File: src/rtl/regfile_write_scheduler_pkg.sv
// Shared constants for the register-file write scheduler: default widths, PC register index/step, RSLCT field layout.
// No logic and no flow control; imported by the scheduler, its load buffer, and the interface.
package regfile_pkg;
  localparam int DATA_W_DEF = 32;
  localparam int AW_DEF     = 4;

  localparam logic [3:0] PC_IDX  = 4'd15;
  localparam int         PC_STEP = 4;

  localparam int RSLCT_W      = 20;
  localparam int RSLCT_FW     = 4;
  localparam int RSLCT_RD_LSB = 16;
  localparam int RSLCT_RN_LSB = 12;
  localparam int RSLCT_RM_LSB = 8;
  localparam int RSLCT_RS_LSB = 4;
endpackage

File: src/rtl/regfile_write_scheduler_if.sv
// Write-scheduler bundle: ALU/load writeback in, decoder read selects in, RegisterFile controls out.
// No latency of its own; the load leg is valid/ready, the ALU leg only has the advisory alu_hold.
interface regfile_write_scheduler_if
  import regfile_pkg::*;
#(
  parameter int DATA_W = DATA_W_DEF,
  parameter int AW     = AW_DEF
) ();
  logic              alu_wr_valid;
  logic [AW-1:0]     alu_wr_addr;
  logic [DATA_W-1:0] alu_wr_data;
  logic              alu_hold;

  logic              ld_wr_valid;
  logic              ld_wr_ready;
  logic [AW-1:0]     ld_wr_addr;
  logic [DATA_W-1:0] ld_wr_data;

  logic              pc_inc;
  logic [DATA_W-1:0] pc_cur;

  logic [AW-1:0]     rd_rn;
  logic [AW-1:0]     rd_rm;
  logic [AW-1:0]     rd_rs;
  logic              hazard;

  logic [DATA_W-1:0]  rf_in;
  logic [DATA_W-1:0]  rf_pcin;
  logic [RSLCT_W-1:0] rf_rslct;
  logic               rf_load;
  logic               rf_loadpc;
  logic               rf_ir_cu;
  logic               err_alu_ovr;

  modport slave (
    input  alu_wr_valid, alu_wr_addr, alu_wr_data,
    input  ld_wr_valid, ld_wr_addr, ld_wr_data,
    input  pc_inc, pc_cur, rd_rn, rd_rm, rd_rs,
    output alu_hold, ld_wr_ready, hazard,
    output rf_in, rf_pcin, rf_rslct, rf_load, rf_loadpc, rf_ir_cu, err_alu_ovr
  );

  modport master (
    output alu_wr_valid, alu_wr_addr, alu_wr_data,
    output ld_wr_valid, ld_wr_addr, ld_wr_data,
    output pc_inc, pc_cur, rd_rn, rd_rm, rd_rs,
    input  alu_hold, ld_wr_ready, hazard,
    input  rf_in, rf_pcin, rf_rslct, rf_load, rf_loadpc, rf_ir_cu, err_alu_ovr
  );
endinterface

File: src/rtl/regfile_write_scheduler_ld_fifo.sv
// Load-writeback buffer: DEPTH-entry FIFO, head visible combinationally, push lands next cycle.
// The caller qualifies push with its own ready (!full | pop); every slot's addr/valid is exposed for hazard checks.
module regfile_ld_fifo
  import regfile_pkg::*;
#(
  parameter int DEPTH = 2,
  parameter int AW    = AW_DEF,
  parameter int DW    = DATA_W_DEF
) (
  input  logic                       Clk,
  input  logic                       RESET,
  input  logic                       push,
  input  logic [AW-1:0]              push_addr,
  input  logic [DW-1:0]              push_data,
  input  logic                       pop,
  output logic                       full,
  output logic                       empty,
  output logic [AW-1:0]              head_addr,
  output logic [DW-1:0]              head_data,
  output logic [DEPTH-1:0]           ent_vld,
  output logic [DEPTH-1:0][AW-1:0]   ent_addr
);
  localparam int PW = $clog2(DEPTH);
  localparam int CW = PW + 1;

  logic [PW-1:0]            wptr_q, rptr_q;
  logic [CW-1:0]            cnt_q;
  logic [DEPTH-1:0]         vld_q;
  logic [DEPTH-1:0][AW-1:0] addr_q;
  logic [DW-1:0]            data_q [DEPTH];
  logic                     pop_ok;

  assign full      = (cnt_q == CW'(DEPTH));
  assign empty     = (cnt_q == '0);
  assign pop_ok    = pop & ~empty;
  assign head_addr = addr_q[rptr_q];
  assign head_data = data_q[rptr_q];
  assign ent_vld   = vld_q;
  assign ent_addr  = addr_q;

  always_ff @(posedge Clk or negedge RESET) begin
    if (!RESET) begin
      wptr_q <= '0;
      rptr_q <= '0;
      cnt_q  <= '0;
      vld_q  <= '0;
      addr_q <= '0;
      for (int i = 0; i < DEPTH; i++) data_q[i] <= '0;
    end else begin
      // Pop clears before push sets, so a full-buffer push+pop on the same slot keeps it valid.
      if (pop_ok) begin
        vld_q[rptr_q] <= 1'b0;
        rptr_q        <= rptr_q + PW'(1);
      end
      if (push) begin
        vld_q[wptr_q]  <= 1'b1;
        addr_q[wptr_q] <= push_addr;
        data_q[wptr_q] <= push_data;
        wptr_q         <= wptr_q + PW'(1);
      end
      case ({push, pop_ok})
        2'b10:   cnt_q <= cnt_q + CW'(1);
        2'b01:   cnt_q <= cnt_q - CW'(1);
        default: cnt_q <= cnt_q;
      endcase
    end
  end
endmodule

File: src/rtl/regfile_write_scheduler.sv
// Single-write-port scheduler for the RegisterFile: ALU vs buffered-load arbitration, PC update, RAW hazard flag.
// Writes reach the RF one cycle after winning; ALU is never stalled (alu_hold is advisory). Optional REGFILE_SCHED_PERF_EN adds perf counters.
module regfile_write_scheduler
  import regfile_pkg::*;
#(
  parameter int DATA_W       = DATA_W_DEF,
  parameter int AW           = AW_DEF,
  parameter int LQ_DEPTH     = 2,
  parameter int STARVE_LIMIT = 4
) (
  input  logic Clk,
  input  logic RESET,
  regfile_write_scheduler_if.slave bus
`ifdef REGFILE_SCHED_PERF_EN
  ,
  output logic [15:0] perf_ldfull_cnt,
  output logic [15:0] perf_hazard_cnt
`endif
);
  localparam int            SW      = $clog2(STARVE_LIMIT + 1);
  localparam logic [AW-1:0] PC_ADDR = AW'(PC_IDX);

  logic                         fifo_full, fifo_empty;
  logic [AW-1:0]                head_addr;
  logic [DATA_W-1:0]            head_data;
  logic [LQ_DEPTH-1:0]          ent_vld;
  logic [LQ_DEPTH-1:0][AW-1:0]  ent_addr;

  logic                force_ld, alu_win, pop, push, ld_rdy, win_vld, win_is_pc;
  logic [AW-1:0]       win_addr;
  logic [DATA_W-1:0]   win_data;
  logic                hazard;

  logic [SW-1:0]       starve_q, starve_d;
  logic                alu_hold_q, alu_hold_d;
  logic                err_q, err_d;
  logic                rf_load_q, rf_load_d;
  logic                rf_loadpc_q, rf_loadpc_d;
  logic [DATA_W-1:0]   rf_in_q, rf_in_d;
  logic [DATA_W-1:0]   rf_pcin_q, rf_pcin_d;
  logic [AW-1:0]       rd_q, rd_d;
  logic [RSLCT_W-1:0]  rslct;

  regfile_ld_fifo #(.DEPTH(LQ_DEPTH), .AW(AW), .DW(DATA_W)) u_ld_fifo (
    .Clk       (Clk),
    .RESET     (RESET),
    .push      (push),
    .push_addr (bus.ld_wr_addr),
    .push_data (bus.ld_wr_data),
    .pop       (pop),
    .full      (fifo_full),
    .empty     (fifo_empty),
    .head_addr (head_addr),
    .head_data (head_data),
    .ent_vld   (ent_vld),
    .ent_addr  (ent_addr)
  );

  // A hold the ALU ignored is enforced here: the buffer head takes the port anyway.
  assign force_ld  = alu_hold_q & ~fifo_empty;
  assign alu_win   = bus.alu_wr_valid & ~force_ld;
  assign pop       = ~fifo_empty & (force_ld | ~bus.alu_wr_valid);
  assign win_vld   = alu_win | pop;
  assign win_addr  = alu_win ? bus.alu_wr_addr : head_addr;
  assign win_data  = alu_win ? bus.alu_wr_data : head_data;
  assign win_is_pc = win_vld & (win_addr == PC_ADDR);
  assign ld_rdy    = ~fifo_full | pop;
  assign push      = bus.ld_wr_valid & ld_rdy;

  always_comb begin
    starve_d   = starve_q;
    alu_hold_d = 1'b0;
    err_d      = err_q | (force_ld & bus.alu_wr_valid);
    if (pop || fifo_empty) begin
      starve_d = '0;
    end else if (alu_win) begin
      alu_hold_d = (starve_q == SW'(STARVE_LIMIT - 1));
      if (starve_q != SW'(STARVE_LIMIT)) starve_d = starve_q + SW'(1);
    end
  end

  always_comb begin
    rf_load_d   = 1'b0;
    rf_loadpc_d = 1'b0;
    rf_in_d     = rf_in_q;
    rf_pcin_d   = rf_pcin_q;
    rd_d        = rd_q;
    if (win_vld) begin
      rd_d = win_addr;
      if (win_is_pc) begin
        rf_loadpc_d = 1'b1;
        rf_pcin_d   = win_data;
      end else begin
        rf_load_d = 1'b1;
        rf_in_d   = win_data;
      end
    end
    // An explicit R15 write supersedes the sequential increment.
    if (bus.pc_inc && !win_is_pc) begin
      rf_loadpc_d = 1'b1;
      rf_pcin_d   = bus.pc_cur + DATA_W'(PC_STEP);
    end
  end

  always_ff @(posedge Clk or negedge RESET) begin
    if (!RESET) begin
      starve_q    <= '0;
      alu_hold_q  <= 1'b0;
      err_q       <= 1'b0;
      rf_load_q   <= 1'b0;
      rf_loadpc_q <= 1'b0;
      rf_in_q     <= '0;
      rf_pcin_q   <= '0;
      rd_q        <= '0;
    end else begin
      starve_q    <= starve_d;
      alu_hold_q  <= alu_hold_d;
      err_q       <= err_d;
      rf_load_q   <= rf_load_d;
      rf_loadpc_q <= rf_loadpc_d;
      rf_in_q     <= rf_in_d;
      rf_pcin_q   <= rf_pcin_d;
      rd_q        <= rd_d;
    end
  end

  function automatic logic sel_hit(input logic [AW-1:0] a, input logic [AW-1:0] rn,
                                   input logic [AW-1:0] rm, input logic [AW-1:0] rs);
    return (a == rn) || (a == rm) || (a == rs);
  endfunction

  // The registered write is still in flight to the RF, so it counts as a hazard too.
  always_comb begin
    hazard = rf_load_q && sel_hit(rd_q, bus.rd_rn, bus.rd_rm, bus.rd_rs);
    for (int i = 0; i < LQ_DEPTH; i++) begin
      if (ent_vld[i] && (ent_addr[i] != PC_ADDR) &&
          sel_hit(ent_addr[i], bus.rd_rn, bus.rd_rm, bus.rd_rs))
        hazard = 1'b1;
    end
  end

  always_comb begin
    rslct = '0;
    rslct[RSLCT_RD_LSB +: RSLCT_FW] = RSLCT_FW'(rd_q);
    rslct[RSLCT_RN_LSB +: RSLCT_FW] = RSLCT_FW'(bus.rd_rn);
    rslct[RSLCT_RM_LSB +: RSLCT_FW] = RSLCT_FW'(bus.rd_rm);
    rslct[RSLCT_RS_LSB +: RSLCT_FW] = RSLCT_FW'(bus.rd_rs);
  end

  assign bus.alu_hold    = alu_hold_q;
  assign bus.ld_wr_ready = ld_rdy;
  assign bus.hazard      = hazard;
  assign bus.rf_in       = rf_in_q;
  assign bus.rf_pcin     = rf_pcin_q;
  assign bus.rf_rslct    = rslct;
  assign bus.rf_load     = rf_load_q;
  assign bus.rf_loadpc   = rf_loadpc_q;
  assign bus.rf_ir_cu    = 1'b1;
  assign bus.err_alu_ovr = err_q;

`ifdef REGFILE_SCHED_PERF_EN
  logic [15:0] perf_ldfull_q, perf_hazard_q;

  always_ff @(posedge Clk or negedge RESET) begin
    if (!RESET) begin
      perf_ldfull_q <= '0;
      perf_hazard_q <= '0;
    end else begin
      if (bus.ld_wr_valid && !ld_rdy && perf_ldfull_q != 16'hFFFF)
        perf_ldfull_q <= perf_ldfull_q + 16'd1;
      if (hazard && perf_hazard_q != 16'hFFFF)
        perf_hazard_q <= perf_hazard_q + 16'd1;
    end
  end

  assign perf_ldfull_cnt = perf_ldfull_q;
  assign perf_hazard_cnt = perf_hazard_q;
`endif
endmodule

File: src/flat_wrapper.sv
// flat-port wrapper written by rule: the top's interface ports become plain ports
module regfile_write_scheduler_flat import regfile_pkg::*;
#(
  parameter int DATA_W       = DATA_W_DEF,
  parameter int AW           = AW_DEF,
  parameter int LQ_DEPTH     = 2,
  parameter int STARVE_LIMIT = 4
)
  (Clk, RESET, bus_alu_wr_valid, bus_alu_wr_addr, bus_alu_wr_data, bus_ld_wr_valid, bus_ld_wr_addr, bus_ld_wr_data, bus_pc_inc, bus_pc_cur, bus_rd_rn, bus_rd_rm, bus_rd_rs, bus_alu_hold, bus_ld_wr_ready, bus_hazard, bus_rf_in, bus_rf_pcin, bus_rf_rslct, bus_rf_load, bus_rf_loadpc, bus_rf_ir_cu, bus_err_alu_ovr);
  regfile_write_scheduler_if #(.DATA_W(DATA_W), .AW(AW)) bus_i ();
  input  logic Clk;
  input  logic RESET;
  input wire logic [$bits(bus_i.alu_wr_valid)-1:0] bus_alu_wr_valid;
  input wire logic [$bits(bus_i.alu_wr_addr)-1:0] bus_alu_wr_addr;
  input wire logic [$bits(bus_i.alu_wr_data)-1:0] bus_alu_wr_data;
  input wire logic [$bits(bus_i.ld_wr_valid)-1:0] bus_ld_wr_valid;
  input wire logic [$bits(bus_i.ld_wr_addr)-1:0] bus_ld_wr_addr;
  input wire logic [$bits(bus_i.ld_wr_data)-1:0] bus_ld_wr_data;
  input wire logic [$bits(bus_i.pc_inc)-1:0] bus_pc_inc;
  input wire logic [$bits(bus_i.pc_cur)-1:0] bus_pc_cur;
  input wire logic [$bits(bus_i.rd_rn)-1:0] bus_rd_rn;
  input wire logic [$bits(bus_i.rd_rm)-1:0] bus_rd_rm;
  input wire logic [$bits(bus_i.rd_rs)-1:0] bus_rd_rs;
  output wire logic [$bits(bus_i.alu_hold)-1:0] bus_alu_hold;
  output wire logic [$bits(bus_i.ld_wr_ready)-1:0] bus_ld_wr_ready;
  output wire logic [$bits(bus_i.hazard)-1:0] bus_hazard;
  output wire logic [$bits(bus_i.rf_in)-1:0] bus_rf_in;
  output wire logic [$bits(bus_i.rf_pcin)-1:0] bus_rf_pcin;
  output wire logic [$bits(bus_i.rf_rslct)-1:0] bus_rf_rslct;
  output wire logic [$bits(bus_i.rf_load)-1:0] bus_rf_load;
  output wire logic [$bits(bus_i.rf_loadpc)-1:0] bus_rf_loadpc;
  output wire logic [$bits(bus_i.rf_ir_cu)-1:0] bus_rf_ir_cu;
  output wire logic [$bits(bus_i.err_alu_ovr)-1:0] bus_err_alu_ovr;
  assign bus_i.alu_wr_valid = bus_alu_wr_valid;
  assign bus_i.alu_wr_addr = bus_alu_wr_addr;
  assign bus_i.alu_wr_data = bus_alu_wr_data;
  assign bus_i.ld_wr_valid = bus_ld_wr_valid;
  assign bus_i.ld_wr_addr = bus_ld_wr_addr;
  assign bus_i.ld_wr_data = bus_ld_wr_data;
  assign bus_i.pc_inc = bus_pc_inc;
  assign bus_i.pc_cur = bus_pc_cur;
  assign bus_i.rd_rn = bus_rd_rn;
  assign bus_i.rd_rm = bus_rd_rm;
  assign bus_i.rd_rs = bus_rd_rs;
  assign bus_alu_hold = bus_i.alu_hold;
  assign bus_ld_wr_ready = bus_i.ld_wr_ready;
  assign bus_hazard = bus_i.hazard;
  assign bus_rf_in = bus_i.rf_in;
  assign bus_rf_pcin = bus_i.rf_pcin;
  assign bus_rf_rslct = bus_i.rf_rslct;
  assign bus_rf_load = bus_i.rf_load;
  assign bus_rf_loadpc = bus_i.rf_loadpc;
  assign bus_rf_ir_cu = bus_i.rf_ir_cu;
  assign bus_err_alu_ovr = bus_i.err_alu_ovr;
  regfile_write_scheduler #(.DATA_W(DATA_W), .AW(AW), .LQ_DEPTH(LQ_DEPTH), .STARVE_LIMIT(STARVE_LIMIT)) u_core (.Clk(Clk), .RESET(RESET), .bus(bus_i));
endmodule
File: config.mk
export PLATFORM = sky130hd
export DESIGN_NAME = regfile_write_scheduler_flat
export DESIGN_NICKNAME = d
export VERILOG_FILES = /design/src/rtl/regfile_write_scheduler_pkg.sv /design/src/rtl/regfile_write_scheduler_if.sv /design/src/rtl/regfile_write_scheduler_ld_fifo.sv /design/src/rtl/regfile_write_scheduler.sv /design/src/flat_wrapper.sv
export SDC_FILE = /design/constraint.sdc
export NUM_CORES = 1
export LEC_CHECK = 0
export CAP_MARGIN = 20
export CORE_MARGIN = 2
export CORE_UTILIZATION = 55
export CTS_CLUSTER_SIZE = 20
export DETAILED_ROUTE_END_ITERATION = 8
export DONT_BUFFER_PORTS = 1
export PLACE_DENSITY_LB_ADDON = 0.15
export SLEW_MARGIN = 40
export SYNTH_ARGS = -nofsm -noshare
export SYNTH_HDL_FRONTEND = slang
export SYNTH_SLANG_ARGS = --single-unit
File: constraint.sdc
create_clock -name Clk -period 1.8 [get_ports Clk]
set_input_delay 0.18 -clock Clk [delete_from_list [all_inputs] [get_ports Clk]]
set_output_delay 0.18 -clock Clk [all_outputs]
set_load 0.02 [all_outputs]
==> results of run 1 <==
power by group through the flow:
| stage | combinational (mW) | sequential, mW | clock [mW] |
|---|---|---|---|
| 2_1_floorplan | 4.04 | 6.64 | 0 |
| 5_1_grt | 7.11 | 7.19 | 3.71 |
| 4_1_cts | 5.73 | 6.95 | 3.55 |
| 6_report | 6.60 | 7.01 | 3.51 |
| 3_5_place_dp | 5.34 | 7.01 | 0 |
| 3_3_place_gp | 5.09 | 6.93 | 0 |
critical path, stage by stage, from the launching register on:
cell and delay, ps:
dfrtp_1 400, buf_6 140, xor2_1 250, nor4_2 110, o311ai_2 340, nand3_2 190
area by class of cell:
class | count | area [sq um]
Fill cell | 999 | 4090
Sequential cell | 153 | 3830
Clock inverter | 14 | 135
Inverter | 14 | 52.6
Multi-Input combinational cell | 529 | 4060
Tap cell | 184 | 230
Clock buffer | 18 | 439
Timing Repair Buffer | 146 | 1590
logic make-up (layout without fill, tap and decap cells):
logic type                 count (synthesis)  in the layout  share of synthesized area, %
buffers and inverters                     82            192                          5.25
DFF                                      153            153                          47.6
other                                      2              5                        0.0934
AOI/OAI and AO/OA                        153            153                          12.0
xor gates and xnor gates                  65             65                          7.08
adders and majority gates                  5              5                         0.778
muxes                                    111            111                          15.0
and+or+nand+nor                          190            190                          12.2
state kept, by name (all words and copies together) (netlist names):
register / count
u_core.rd_q: 4
u_core.bus.rf_load: 1
u_core.u_ld_fifo.ent_vld: 2
u_core.u_ld_fifo.ent_addr: 8
u_core.bus.rf_loadpc: 1
u_core.u_ld_fifo.cnt_q: 2
u_core.bus.err_alu_ovr: 1
u_core.u_ld_fifo.wptr_q: 1
u_core.bus.alu_hold: 1
u_core.u_ld_fifo.rptr_q: 1
u_core.bus.rf_pcin: 32
u_core.bus.rf_in: 32
u_core.u_ld_fifo.data_q: 64
u_core.starve_q: 3
cells in the final DEF, fill, tap and decap left out, types with 28 or more instances in the layout:
cell,n
dlygate4sd3_1,74
xor2_1,31
mux2_2,72
mux2i_1,37
dfrtp_1,149
nand2_1,61
nor2_1,42
buf_4,44
xnor2_1,28
o21ai_0,39
worst min-delay path by stage:
stage                from                          end  slack [ps]  depth (start not counted)
finish              RESET  u_core.u_ld_fifo.data_q[16]        -560                          0
global route        RESET  u_core.u_ld_fifo.data_q[50]        -580                          0
CTS                 RESET  u_core.u_ld_fifo.data_q[52]        -570                          0
detailed placement  RESET  u_core.u_ld_fifo.data_q[18]        -110                          0
global placement    RESET  u_core.u_ld_fifo.data_q[19]        -110                          0
floorplan           RESET          u_core.bus.alu_hold        -120                          0
stage by stage:
stage	util, %	instance area [sq um]	std cells	setup slack, ps
2_1_floorplan	-	8130	764	-75.1
3_3_place_gp	58.5	8440	929	-261
3_5_place_dp	58.6	8450	930	-138
4_1_cts	68.6	9890	1037	-131
5_1_grt	71.7	10300	1058	-286
6_report	71.7	10300	1058	-237
timing repair:
item,in CTS,in global routing
resized for setup,19,68
setup buffers,3,9
gates cloned,1,8
endpoints found under the setup margin,31,58
hold buffers,71,4
pin swaps,13,18
hold endpoints to repair,278,158
cells in the mapped netlist (all sizes together), types with 7 or more instances:
cell / count / area share (%)
buf: 45 / 3.5
mux2: 73 / 10
a21oi: 34 / 2.1
nand3b: 13 / 1.2
a211o: 7 / 0.76
nand3: 15 / 1.1
nor3: 9 / 0.87
clkbuf: 23 / 1.1
nor4: 14 / 1.3
dfrtp: 153 / 48
nand4: 10 / 0.78
inv: 14 / 0.65
nand2: 63 / 2.9
o21ai: 71 / 4.4
xor2: 37 / 4.0
and3: 7 / 0.54
xnor2: 28 / 3.1
mux2i: 38 / 4.7
o211ai: 21 / 2.3
nor2: 43 / 2.0
routing by layer:
| layer | GRT usage [%] | share of wire, % | routed length, microns |
|---|---|---|---|
| met3 | 8.46 | 7.2 | 1690 |
| met5 | 0 | 0 | 0 |
| met1 | 35.2 | 39 | 9210 |
| met4 | 10.5 | 2.8 | 665 |
| met2 | 47.0 | 51 | 11900 |
==> metrics, run 1 <==
number of global-route vias before repair=roughly 6400; reg-to-reg endpoint=u_core.bus.rf_in[5]; Sw Ratio=approximately two fifths; final setup vio count=62; Sequential Power Share=between 40 and 50%; post-route ant nets=0; FMAX=491 MHz; clk_skew=8.91 ps; Nets=approximately 1000; R2R Setup Slk=-200 ps; remaining global-route overflow=0; final hold vios=between 150 and 200; part of the power in combinational logic=around two fifths; area delta synth->final=28.6%; DR vias/cell=6.05; TNS Setup=-5370 ps; PnR worst setup slack=-237 ps; Core Region=between 10000 and 15000 sq um; P per Cell Area=1660 nW/um^2; Critical R2R Launch=u_core.u_ld_fifo.ent_addr[0]; prevailing post-synth register cell=dfrtp_1; Placer Congestion=roughly 0.9; unrepaired setup endpoints after global routing=yes; PortBufs=0; final worst path period share=113%; TritonCTS clock tree=yes; first-pass GRT wire length=approximately 35000 microns; failing checks=negative hold slack, negative setup slack; Clock Tree Buf Depth=2; Power Total=~17 mW; CTS Buf Count=17; clock power share=20.5%; drt first-iter violations=around 440; Synth cell types=49; Critical Path End Type=output pin; max-slew violations=0; die span in y=approximately 120 microns; startpoint types=flip-flop; Yosys reg bits=between 150 and 200; Register-to-Register Path Depth=10; Mean Syn Cell Area=between 10 and 15 sq um; WHS=-563 ps; DRC Markers=0; Max VDD drop=roughly 0.9 mV; Clock transition at path regs=about 70 ps; Gate Count Post-Synth=about 760; largest net degree at the start of global routing=~150; router iterations before antenna repair=5; # diodes=0; crit path max fanout=5; Hold WC Path Type=primary input to asynchronous set/reset pin; H-tree depth=4; die width=125 microns; Internal Power=10.4 mW; async set-reset flop share out of synthesis=100%; LEAKAGE=between 4 and 5 nW; sequential area share after synthesis=a little under half; # IOs=between 200 and 250; area of the die=~16000 sq um; CP endpoint=bus_hazard; Post-Syn Area=8040 sq um; layout cells sized above 1=27.6%; dpl hpwl=roughly 15000 microns; Slew HR=between 50% and 60%; P_sw=around 6.8 mW; Total Routing Usage GR=~28%; root buffer cell=clkbuf_16; CP startpoint=u_core.u_ld_fifo.ent_addr[1]; row count=44; synth warn=0; Routed WL=between 20000 and 25000 microns; Post-synth EDFFs=0; Avg WL per Cell=approximately 22 microns; Tmin final=slightly above 2000 ps; starting density of the core=about 56%; actual slew at the worst max-slew pin=658 ps; worst setup path class=flip-flop to output pin; status=finished with violations; CTS Sinks=between 150 and 200; Required @ worst endpoint=around 1600 ps; initial antenna violation count=0; Max Cap Viol=0; latest clock arrival within the worst-skew pair=430 ps; crit path DAT=~1900 ps; DR vias=6402
Power figures use the tool's default switching activity.
==> inputs of run 2 (changes only) <==
Settings changed: CTS_CLUSTER_SIZE 20 to 14.
Clock period 1.8 ns to 2.3 ns, I/O delays scaled along.
==> run 2 against run 1 <==
The flow finishes with violations (negative hold slack). Utilization is 8.2 points lower. Clock power shrank 18%. Via count decreased by 7.8%. Final area shrank 11%. Critical endpoint unchanged. Largest cell class is now flip-flops and latches.
==> metrics, run 2 (synthesis results as in run 1) <==
status=finished with violations; failing checks=negative hold slack; largest net degree at the start of global routing=roughly 150; worst setup path class=flip-flop to output pin; unrepaired setup endpoints after global routing=no; Routed WL=roughly 20000 microns; max-slew violations=0; Hold WC Path Type=primary input to asynchronous set/reset pin; startpoint types=flip-flop; Core Region=between 10000 and 15000 sq um; TNS Setup=0 ps; # diodes=0; router iterations before antenna repair=5; crit path max fanout=6; Slew HR=between 40% and 50%; layout cells sized above 1=a little under a fifth; CTS Buf Count=17; actual slew at the worst max-slew pin=around 750 ps; Post-Place Setup Slack=roughly 150 ps; post-route ant nets=0; DR vias=slightly below 6000; H-tree depth=4; Post-CTS Setup Inserts=0; Biggest register=u_core.u_ld_fifo.data_q; Hold Buf Count CTS=40; placed cell area=8140 sq um; dpl hpwl=around 14000 microns; Power Total=about 12 mW; Tmin final=about 2200 ps; area of the die=roughly 16000 sq um; Nets=approximately 900; remaining global-route overflow=0; number of global-route vias before repair=~6100; WHS=-501 ps; row count=44; first-pass GRT wire length=about 32000 microns; Critical Path End Type=output pin; die span in y=125 microns; Clock transition at path regs=around 60 ps; DRC Markers=0; Clock Tree Buf Depth=2; Avg WL per Cell=approximately 21 microns; latest clock arrival within the worst-skew pair=430 ps; PortBufs=0; starting density of the core=between 50 and 60%; TritonCTS clock tree=yes; LEAKAGE=roughly 3.8 nW; final worst path period share=94.5%; DR vias/cell=between 6 and 7; Required @ worst endpoint=between 2000 and 2500 ps; final hold vios=between 150 and 200; Max VDD drop=0.653 mV; P per Cell Area=approximately 1300 nW/um^2; clk_skew=~9.3 ps; Max Cap Viol=0; final setup vio count=0; die width=~120 microns; FMAX=460 MHz; root buffer cell=clkbuf_16; Total Routing Usage GR=between 20% and 30%; most frequent cells in the layout=152 x dfrtp_1, 73 x mux2_2, 70 x o21ai_0; leading cell type in the layout, fill and taps excluded=dfrtp_1; max reg flops=64; fin area=around 9200 sq um; area delta synth->final=13.8%; initial antenna violation count=0; drt first-iter violations=roughly 380; crit path DAT=roughly 1900 ps; CTS Sinks=around 150; PnR worst setup slack=around 130 ps; Placer Congestion=around 0.92; # IOs=212
-- run 2: cell type report --
type	count	area, sq um
fill	1170	5270
clock inverter	13	165
timing repair buffer	61	611
clock buffer	18	439
multi-input combinational	529	3820
tap	184	230
inverter	14	52.6
sequential	153	3830
-- run 2: path summary, 6_finish.rpt --
| kind | start | to | slack, ps | cells after the start |
|---|---|---|---|---|
| setup / recovery | u_core.u_ld_fifo.ent_addr[5] | bus_hazard | 130 | 4 |
| hold / removal | RESET | u_core.u_ld_fifo.data_q[18] | -500 | 0 |
| setup reg to reg | u_core.u_ld_fifo.cnt_q[1] | u_core.bus.rf_pcin[27] | 200 | 7 |
| hold reg to reg | u_core.u_ld_fifo.data_q[6] | u_core.u_ld_fifo.data_q[6] | 500 | 1 |
| max in group asynchronous | RESET | u_core.u_ld_fifo.rptr_q | 2540 | 0 |
| min in group Clk | bus_pc_inc | u_core.bus.rf_pcin[9] | 10 | 2 |
-- run 2: stage by stage --
stage          util [%]  cells
6_report           63.4    972
5_1_grt            63.4    972
4_1_cts            63.4    972
3_5_place_dp       56.5    901
3_3_place_gp       56.2    899
2_1_floorplan         -    764
-- run 2: where the power goes --
part | switching [mW] | internal, mW | total, mW
clock | 1.15 | 1.74 | 2.88
sequential | 1.71 | 3.94 | 5.65
combinational | 1.81 | 1.83 | 3.64
total | 4.67 | 7.51 | 12.2
-- run 2: repair_timing --
| action | CTS | global route |
|---|---|---|
| endpoints found under the hold margin | 232 | 153 |
| gates resized for setup | 0 | 1 |
| setup endpoints to repair | 0 | 8 |
-- run 2: per-layer routing --
metal	vias to the layer above	wire length, microns	GRT usage (%)
li1	2704	-	-
met1	2893	7860	32.2
met2	256	9870	43.0
met3	51	1640	8.38
met4	0	721	10.4
met5	-	0	0
-- run 2: critical path: stages (launching register included) --
cell      delay, ps
dfrtp_1         480
xor2_1          220
nor4_1          400
o311ai_0        170
nand3_1         250
